`config.mk`:
```
export PLATFORM = sky130hd
export DESIGN_NAME = fc_layer_v2_flat
export DESIGN_NICKNAME = d
export VERILOG_FILES = /design/src/rtl/fc_layer_v2_if.sv /design/src/rtl/fc_layer_v2.sv /design/src/flat_wrapper.sv
export SDC_FILE = /design/constraint.sdc
export NUM_CORES = 1
export LEC_CHECK = 0
export BUFFER_PORTS_ARGS = -buffer_cell sky130_fd_sc_hd__buf_2
export CAP_MARGIN = 10
export CORE_AREA = 5 5 295 297
export DETAILED_ROUTE_END_ITERATION = 16
export DIE_AREA = 0 0 300 302
export MAX_ROUTING_LAYER = met4
export PLACE_DENSITY_LB_ADDON = 0.2
export SYNTH_ARGS = -nofsm -noshare
export SYNTH_HDL_FRONTEND = slang
export SYNTH_SLANG_ARGS = --single-unit
```
`constraint.sdc`:
```
create_clock -name clk -period 32.8 [get_ports clk]
set_input_delay 6.56 -clock clk [delete_from_list [all_inputs] [get_ports clk]]
set_output_delay 6.56 -clock clk [all_outputs]
set_load 0.02 [all_outputs]
```
`src/rtl/fc_layer_v2_if.sv`:
```
// Memory-side bus of the fully connected layer engine:
// one read port with 1-cycle latency and one write port.
interface fc_layer_v2_if #(
  parameter int AW = 16,
  parameter int DW = 16
);
  logic          rd_en;
  logic [AW-1:0] rd_addr;
  logic [DW-1:0] rd_data;
  logic          wr_en;
  logic [AW-1:0] wr_addr;
  logic [DW-1:0] wr_data;

  modport master (
    output rd_en, rd_addr,
    input  rd_data,
    output wr_en, wr_addr, wr_data
  );

  modport slave (
    input  rd_en, rd_addr,
    output rd_data,
    input  wr_en, wr_addr, wr_data
  );
endinterface

```
`src/rtl/fc_layer_v2.sv`:
```
// Fully connected layer: streams weights from memory, MACs
// against buffered inputs, adds bias, saturates, activates.
module fc_layer_v2 #(
  parameter int DW      = 16,
  parameter int FRAC    = 8,
  parameter int N_IN    = 10,
  parameter int N_OUT   = 5,
  parameter int AW      = 16,
  parameter int BIAS_EN = 1
) (
  input  logic          clk,
  input  logic          reset_n,
  input  logic          start,
  input  logic [1:0]    act_mode,
  input  logic [AW-1:0] in_base,
  input  logic [AW-1:0] w_base,
  input  logic [AW-1:0] b_base,
  input  logic [AW-1:0] out_base,
  fc_layer_v2_if.master mem,
  output logic          busy,
  output logic          done
);
  localparam int CW  = $clog2(N_IN + 1);
  localparam int OW  = $clog2(N_OUT + 1);
  localparam int ACW = 2 * DW + CW;

  localparam logic signed [ACW-1:0] SMAX =
    {{(ACW-DW+1){1'b0}}, {(DW-1){1'b1}}};
  localparam logic signed [ACW-1:0] SMIN =
    {{(ACW-DW+1){1'b1}}, {(DW-1){1'b0}}};
  localparam logic signed [DW-1:0] R6 =
    DW'(6 << FRAC);

  typedef enum logic [2:0] {
    IDLE, LOAD_IN, BIAS, MAC, DRAIN, WRITE, FIN
  } state_t;

  state_t state;

  logic [CW-1:0]  cnt;
  logic [OW-1:0]  oi;
  logic [1:0]     act;
  logic [AW-1:0]  wa, ba, oa;
  logic           rd_en, wr_en;
  logic [AW-1:0]  rd_addr, wr_addr;
  logic [DW-1:0]  wr_data;

  logic signed [DW-1:0]    x [N_IN];
  logic signed [ACW-1:0]   acc, sum, sh, bias_ext;
  logic signed [DW-1:0]    xs, sat, res;
  logic        [2*DW-1:0]  prod;

  assign mem.rd_en   = rd_en;
  assign mem.rd_addr = rd_addr;
  assign mem.wr_en   = wr_en;
  assign mem.wr_addr = wr_addr;
  assign mem.wr_data = wr_data;

  // Weight returning now pairs with the input issued one slot earlier.
  always_comb begin
    xs = '0;
    for (int i = 0; i < N_IN; i++) begin
      if ((state == DRAIN && i == N_IN - 1) ||
          (state == MAC && cnt == CW'(i + 1)))
        xs = x[i];
    end
    prod = {{DW{xs[DW-1]}}, xs} *
           {{DW{mem.rd_data[DW-1]}}, mem.rd_data};
    sum = acc + {{CW{prod[2*DW-1]}}, prod};
    sh  = sum >>> FRAC;
    if (sh > SMAX)
      sat = {1'b0, {(DW-1){1'b1}}};
    else if (sh < SMIN)
      sat = {1'b1, {(DW-1){1'b0}}};
    else
      sat = sh[DW-1:0];
    res = sat;
    case (act)
      2'b01: if (sat < 0) res = '0;
      2'b10: begin
        if (sat < 0)       res = '0;
        else if (sat > R6) res = R6;
      end
      default: res = sat;
    endcase
    if (BIAS_EN != 0)
      bias_ext = {{(ACW-DW){mem.rd_data[DW-1]}},
                  mem.rd_data};
    else
      bias_ext = '0;
  end

  always_ff @(posedge clk) begin
    if (!reset_n) begin
      state   <= IDLE;
      cnt     <= '0;
      oi      <= '0;
      act     <= '0;
      wa      <= '0;
      ba      <= '0;
      oa      <= '0;
      rd_en   <= 1'b0;
      wr_en   <= 1'b0;
      rd_addr <= '0;
      wr_addr <= '0;
      wr_data <= '0;
      acc     <= '0;
      busy    <= 1'b0;
      done    <= 1'b0;
      for (int i = 0; i < N_IN; i++) x[i] <= '0;
    end else begin
      case (state)
        IDLE: if (start) begin
          state   <= LOAD_IN;
          busy    <= 1'b1;
          act     <= act_mode;
          wa      <= w_base;
          ba      <= b_base;
          oa      <= out_base;
          rd_en   <= 1'b1;
          rd_addr <= in_base;
          cnt     <= '0;
          oi      <= '0;
        end
        LOAD_IN: begin
          for (int i = 0; i < N_IN; i++)
            if (cnt == CW'(i + 1)) x[i] <= mem.rd_data;
          if (cnt == CW'(N_IN)) begin
            state   <= BIAS;
            rd_en   <= 1'b1;
            rd_addr <= ba;
            ba      <= ba + AW'(1);
            cnt     <= '0;
          end else begin
            cnt     <= cnt + CW'(1);
            rd_en   <= (cnt != CW'(N_IN - 1));
            rd_addr <= rd_addr + AW'(1);
          end
        end
        BIAS: begin
          state   <= MAC;
          rd_en   <= 1'b1;
          rd_addr <= wa;
          wa      <= wa + AW'(1);
          cnt     <= '0;
        end
        MAC: begin
          if (cnt == '0) acc <= bias_ext <<< FRAC;
          else           acc <= sum;
          if (cnt == CW'(N_IN - 1)) begin
            state <= DRAIN;
            rd_en <= 1'b0;
          end else begin
            rd_addr <= wa;
            wa      <= wa + AW'(1);
            cnt     <= cnt + CW'(1);
          end
        end
        DRAIN: begin
          state   <= WRITE;
          acc     <= sum;
          wr_en   <= 1'b1;
          wr_addr <= oa;
          oa      <= oa + AW'(1);
          wr_data <= res;
        end
        WRITE: begin
          wr_en <= 1'b0;
          if (oi == OW'(N_OUT - 1)) begin
            state <= FIN;
            done  <= 1'b1;
          end else begin
            oi      <= oi + OW'(1);
            state   <= BIAS;
            rd_en   <= 1'b1;
            rd_addr <= ba;
            ba      <= ba + AW'(1);
          end
        end
        FIN: begin
          done  <= 1'b0;
          busy  <= 1'b0;
          state <= IDLE;
        end
        default: state <= IDLE;
      endcase
    end
  end
endmodule

```
`src/flat_wrapper.sv`:
```
// flat-port wrapper written by rule: the top's interface ports become plain ports
module fc_layer_v2_flat 
#(
  parameter int DW      = 16,
  parameter int FRAC    = 8,
  parameter int N_IN    = 10,
  parameter int N_OUT   = 5,
  parameter int AW      = 16,
  parameter int BIAS_EN = 1
)
  (clk, reset_n, start, act_mode, in_base, w_base, b_base, out_base, busy, done, mem_rd_en, mem_rd_addr, mem_rd_data, mem_wr_en, mem_wr_addr, mem_wr_data);
  fc_layer_v2_if #(.AW(AW), .DW(DW)) mem_i ();
  input  logic clk;
  input  logic reset_n;
  input  logic start;
  input  logic [1:0] act_mode;
  input  logic [AW-1:0] in_base;
  input  logic [AW-1:0] w_base;
  input  logic [AW-1:0] b_base;
  input  logic [AW-1:0] out_base;
  output logic busy;
  output logic done;
  output wire logic [$bits(mem_i.rd_en)-1:0] mem_rd_en;
  output wire logic [$bits(mem_i.rd_addr)-1:0] mem_rd_addr;
  input wire logic [$bits(mem_i.rd_data)-1:0] mem_rd_data;
  output wire logic [$bits(mem_i.wr_en)-1:0] mem_wr_en;
  output wire logic [$bits(mem_i.wr_addr)-1:0] mem_wr_addr;
  output wire logic [$bits(mem_i.wr_data)-1:0] mem_wr_data;
  assign mem_rd_en = mem_i.rd_en;
  assign mem_rd_addr = mem_i.rd_addr;
  assign mem_i.rd_data = mem_rd_data;
  assign mem_wr_en = mem_i.wr_en;
  assign mem_wr_addr = mem_i.wr_addr;
  assign mem_wr_data = mem_i.wr_data;
  fc_layer_v2 #(.DW(DW), .FRAC(FRAC), .N_IN(N_IN), .N_OUT(N_OUT), .AW(AW), .BIAS_EN(BIAS_EN)) u_core (.clk(clk), .reset_n(reset_n), .start(start), .act_mode(act_mode), .in_base(in_base), .w_base(w_base), .b_base(b_base), .out_base(out_base), .mem(mem_i), .busy(busy), .done(done));
endmodule
```
==> results.md <==
- Pwr dens: 32.68 mW/mm^2
- Drc violations: 0
- Final hold vios: 0
- Synth top area share: 19.77%
- Compound-Gate Fraction of Synth Area: 16.13%
- I/O pin cnt: 137
- Synth Area in Adders: 25.87%
- Final Max Tran Viols: 0
- Max VDD drop: 0.04353 mV
- Layout cells sized above 1: 10.07%
- Tightest Hold Check Type: reg2reg
- Final worst slack: 16.91 ns
- Hpwl dp: 57200 microns
- Core Footprint: 0.08434 sq mm
- PortBufs: 136
- Netlist cell types: 97
- DR WL/cell: 19.59 microns
- Clk Latency, worst-skew pair: 0.58 ns
- Via count: 21057
- Setup Fix Bufs, Post-CTS: 0
- TNS Setup: 0 ns
- Endpoints failing setup: 0
- Worst Max-Slew Pin Slew: 1.178 ns
- Synth cell count leaders: inv_1 (340), nand2_1 (310), fa_1 (263), nor2_1 (240), and2_1 (229)
- CP peak stage delay: 0.61 ns
- Xor/xnor share of the synthesized area: 2.386%
- Clock root buffer: clkbuf_16
- Vias per cell: 5.092
- DRT Pass-1 Iters: 5
- YS warnings: 0
- Minimum clock period: 15.89 ns
- Synthesized instance count: 2961
- Die Ht: 302 microns
- Vias in the first global route: 21662
- Area contributors post-synth: fa_1 (20%), edfxtp_1 (18%), dfxtp_1 (11%)
- Die width: 300 microns
- Largest family of logic cells by synthesized area: adder cells
- Register area share after synthesis: 29.16%
- Routability congestion estimate: 0.8961
- Fillers: 8748
- Cts hold-fix bufs: 0
- Final Cycle Share: 48.44%
- Place WS: 16.45 ns
- Clock skew: 0.03067 ns
- Biggest area consumer among synthesized cells: fa_1
- Post-synth EDFFs: 160
- Synthesized area: 0.02664 sq mm
- Resized Gates After CTS: 0
- Finished Core Util: 35.22%
- Unrepaired setup endpoints after global routing: false
- Post-Place Cell Area: 0.02838 sq mm
- Crit path max fanout: 23
- First-pass GRT wire length: 128800 microns
- Avg Synthesized Cell Area: 8.996 sq um
- CTS H-tree lvls: 2
- Starting density of the core: 31.58%
- Bufs on Longest Clock Path: 3
- TritonCTS clock tree: built
- Async SR Flop Fraction: 0%
- Most numerous cell in the Yosys netlist: inv_1
- Initial antenna violation count: 6
- Outcome: completed
- Simple-gate share of the synthesized area: 18.96%
- Slew margin rel.: 21.15%
- TritonCTS buffer count: 39
- Area delta synth->final: 11.52%
- Antenna viol nets, final: 0
- Clk slew on worst S/H paths: 0.06 ns
- Cell mode on critical path: fa_1
- Pleak: 13.09 nW
- Site Rows: 107
- Nets@finish: 3486
- GRT Total Usage: 18.45%
- Critical Path Start Type: primary input
- CTS Sinks: 308
- Overall routed net length: 81000 microns
- Largest net degree at the start of global routing: 67
- Crit path kind: in2reg
- DR iter-0 viols: 1393
- Crit-path slowest cell: a211oi_1
- Worst Path Buf+Inv: 5
- Max Freq: 62.94 MHz
- Predominant post-synthesis flop cell: edfxtp_1
- Synth Net Count: 3439
- Req. time, crit path: 33.27 ns
- Design Area, Final: 0.02971 sq mm
- Proportion of synthesized area in mux cells: 0.07985%
- Crit path DAT: 16.36 ns
- Crit path max-delay family: adder cells
- Die area: 0.09060 sq mm
- GRT Residual Overflow: 0
- Register bit count reported by yosys: 308
- Max Cap Viol: 0
- CP Capture Type: flip-flop
metal layers:
layer | part of all wire, % | global-route usage (%)
met1 | 46 | 24.78
met5 | 0 | -
met2 | 47 | 30.25
met4 | 1.6 | 3.108
met3 | 4.9 | 2.828
path summary, 6_finish.rpt:
path	slack, ns	cells after the start	endpoint	from
worst max register to register	18.78	44	u_core.mem.wr_data[4]	u_core.state[1]
worst max-delay path	16.91	34	u_core.mem.wr_data[4]	mem_rd_data[15]
worst min-delay path	0.45	2	u_core.mem.wr_addr[6]	u_core.mem.wr_addr[6]
worst min register to register	0.45	2	u_core.mem.wr_addr[6]	u_core.mem.wr_addr[6]
metrics by stage:
step | power (W) | std cells | hold WS, ns
2_1_floorplan | 0.0005000 | 2961 | 0.4421
3_3_place_gp | 0.0005408 | 4057 | 0.4425
3_5_place_dp | 0.0005401 | 4057 | 0.4433
4_1_cts | 0.0009838 | 4129 | 0.4531
5_1_grt | 0.001011 | 4134 | 0.4727
6_report | 0.0009709 | 4135 | 0.4507
cell usage in the layout, fill, tap and decap left out, types with 43 or more instances in the layout:
cell type,instances
a211oi_1,52
a21oi_1,159
a22oi_1,52
and2_1,229
and3_1,93
buf_2,136
buf_4,45
dfxtp_1,148
edfxtp_1,160
fa_1,263
ha_1,130
inv_1,339
nand2_1,310
nor2_1,236
o21ai_0,120
xnor2_1,43
tightest hold or removal path: cells and delay by family (launching register included):
family	cells	cell delay, ns
flip-flops	1	0.30
AND/OR/NAND/NOR	1	0.05
AO/OA/AOI/OAI	1	0.05
power by group:
part           internal (W)  leakage, nW  switching (W)
combinational     0.0000317         9.59      0.0000695
clock              0.000259        0.641       0.000179
sequential         0.000419         2.86      0.0000118
state kept, by name (all words and copies together), names as in the netlist:
name                flops
u_core.done             1
u_core.mem.wr_en        1
u_core.x              160
u_core.oa              16
u_core.wa              16
u_core.mem.rd_en        1
u_core.state            3
u_core.mem.wr_data     16
u_core.ba              16
u_core.oi               3
u_core.act              2
u_core.cnt              4
u_core.acc             36
u_core.mem.wr_addr     16
u_core.busy             1
u_core.mem.rd_addr     16
layout make-up:
cell class              instances  area, sq um  area share [%]
multi-input cells            2137        16950           57.07
repair buffers                181         1018           3.428
well taps                    1090         1364           4.591
flip-flops and latches        308         7767           26.15
clock inverters                19        220.2          0.7413
clock buffers                  53         1089           3.664
diodes                          6        15.01         0.05054
inverters                     341         1281           4.313
kinds of logic (layout without fill, tap and decap cells):
family,Yosys count,count (layout)
AO/OA/AOI/OAI,641,641
XOR/XNOR,69,69
adder cells (fa/ha/maj),393,393
buffers and inverters,516,594
flip-flops,308,308
multiplexers,2,2
other,0,6
AND/OR/NAND/NOR,1032,1032
(Power assumes the default switching activity.)
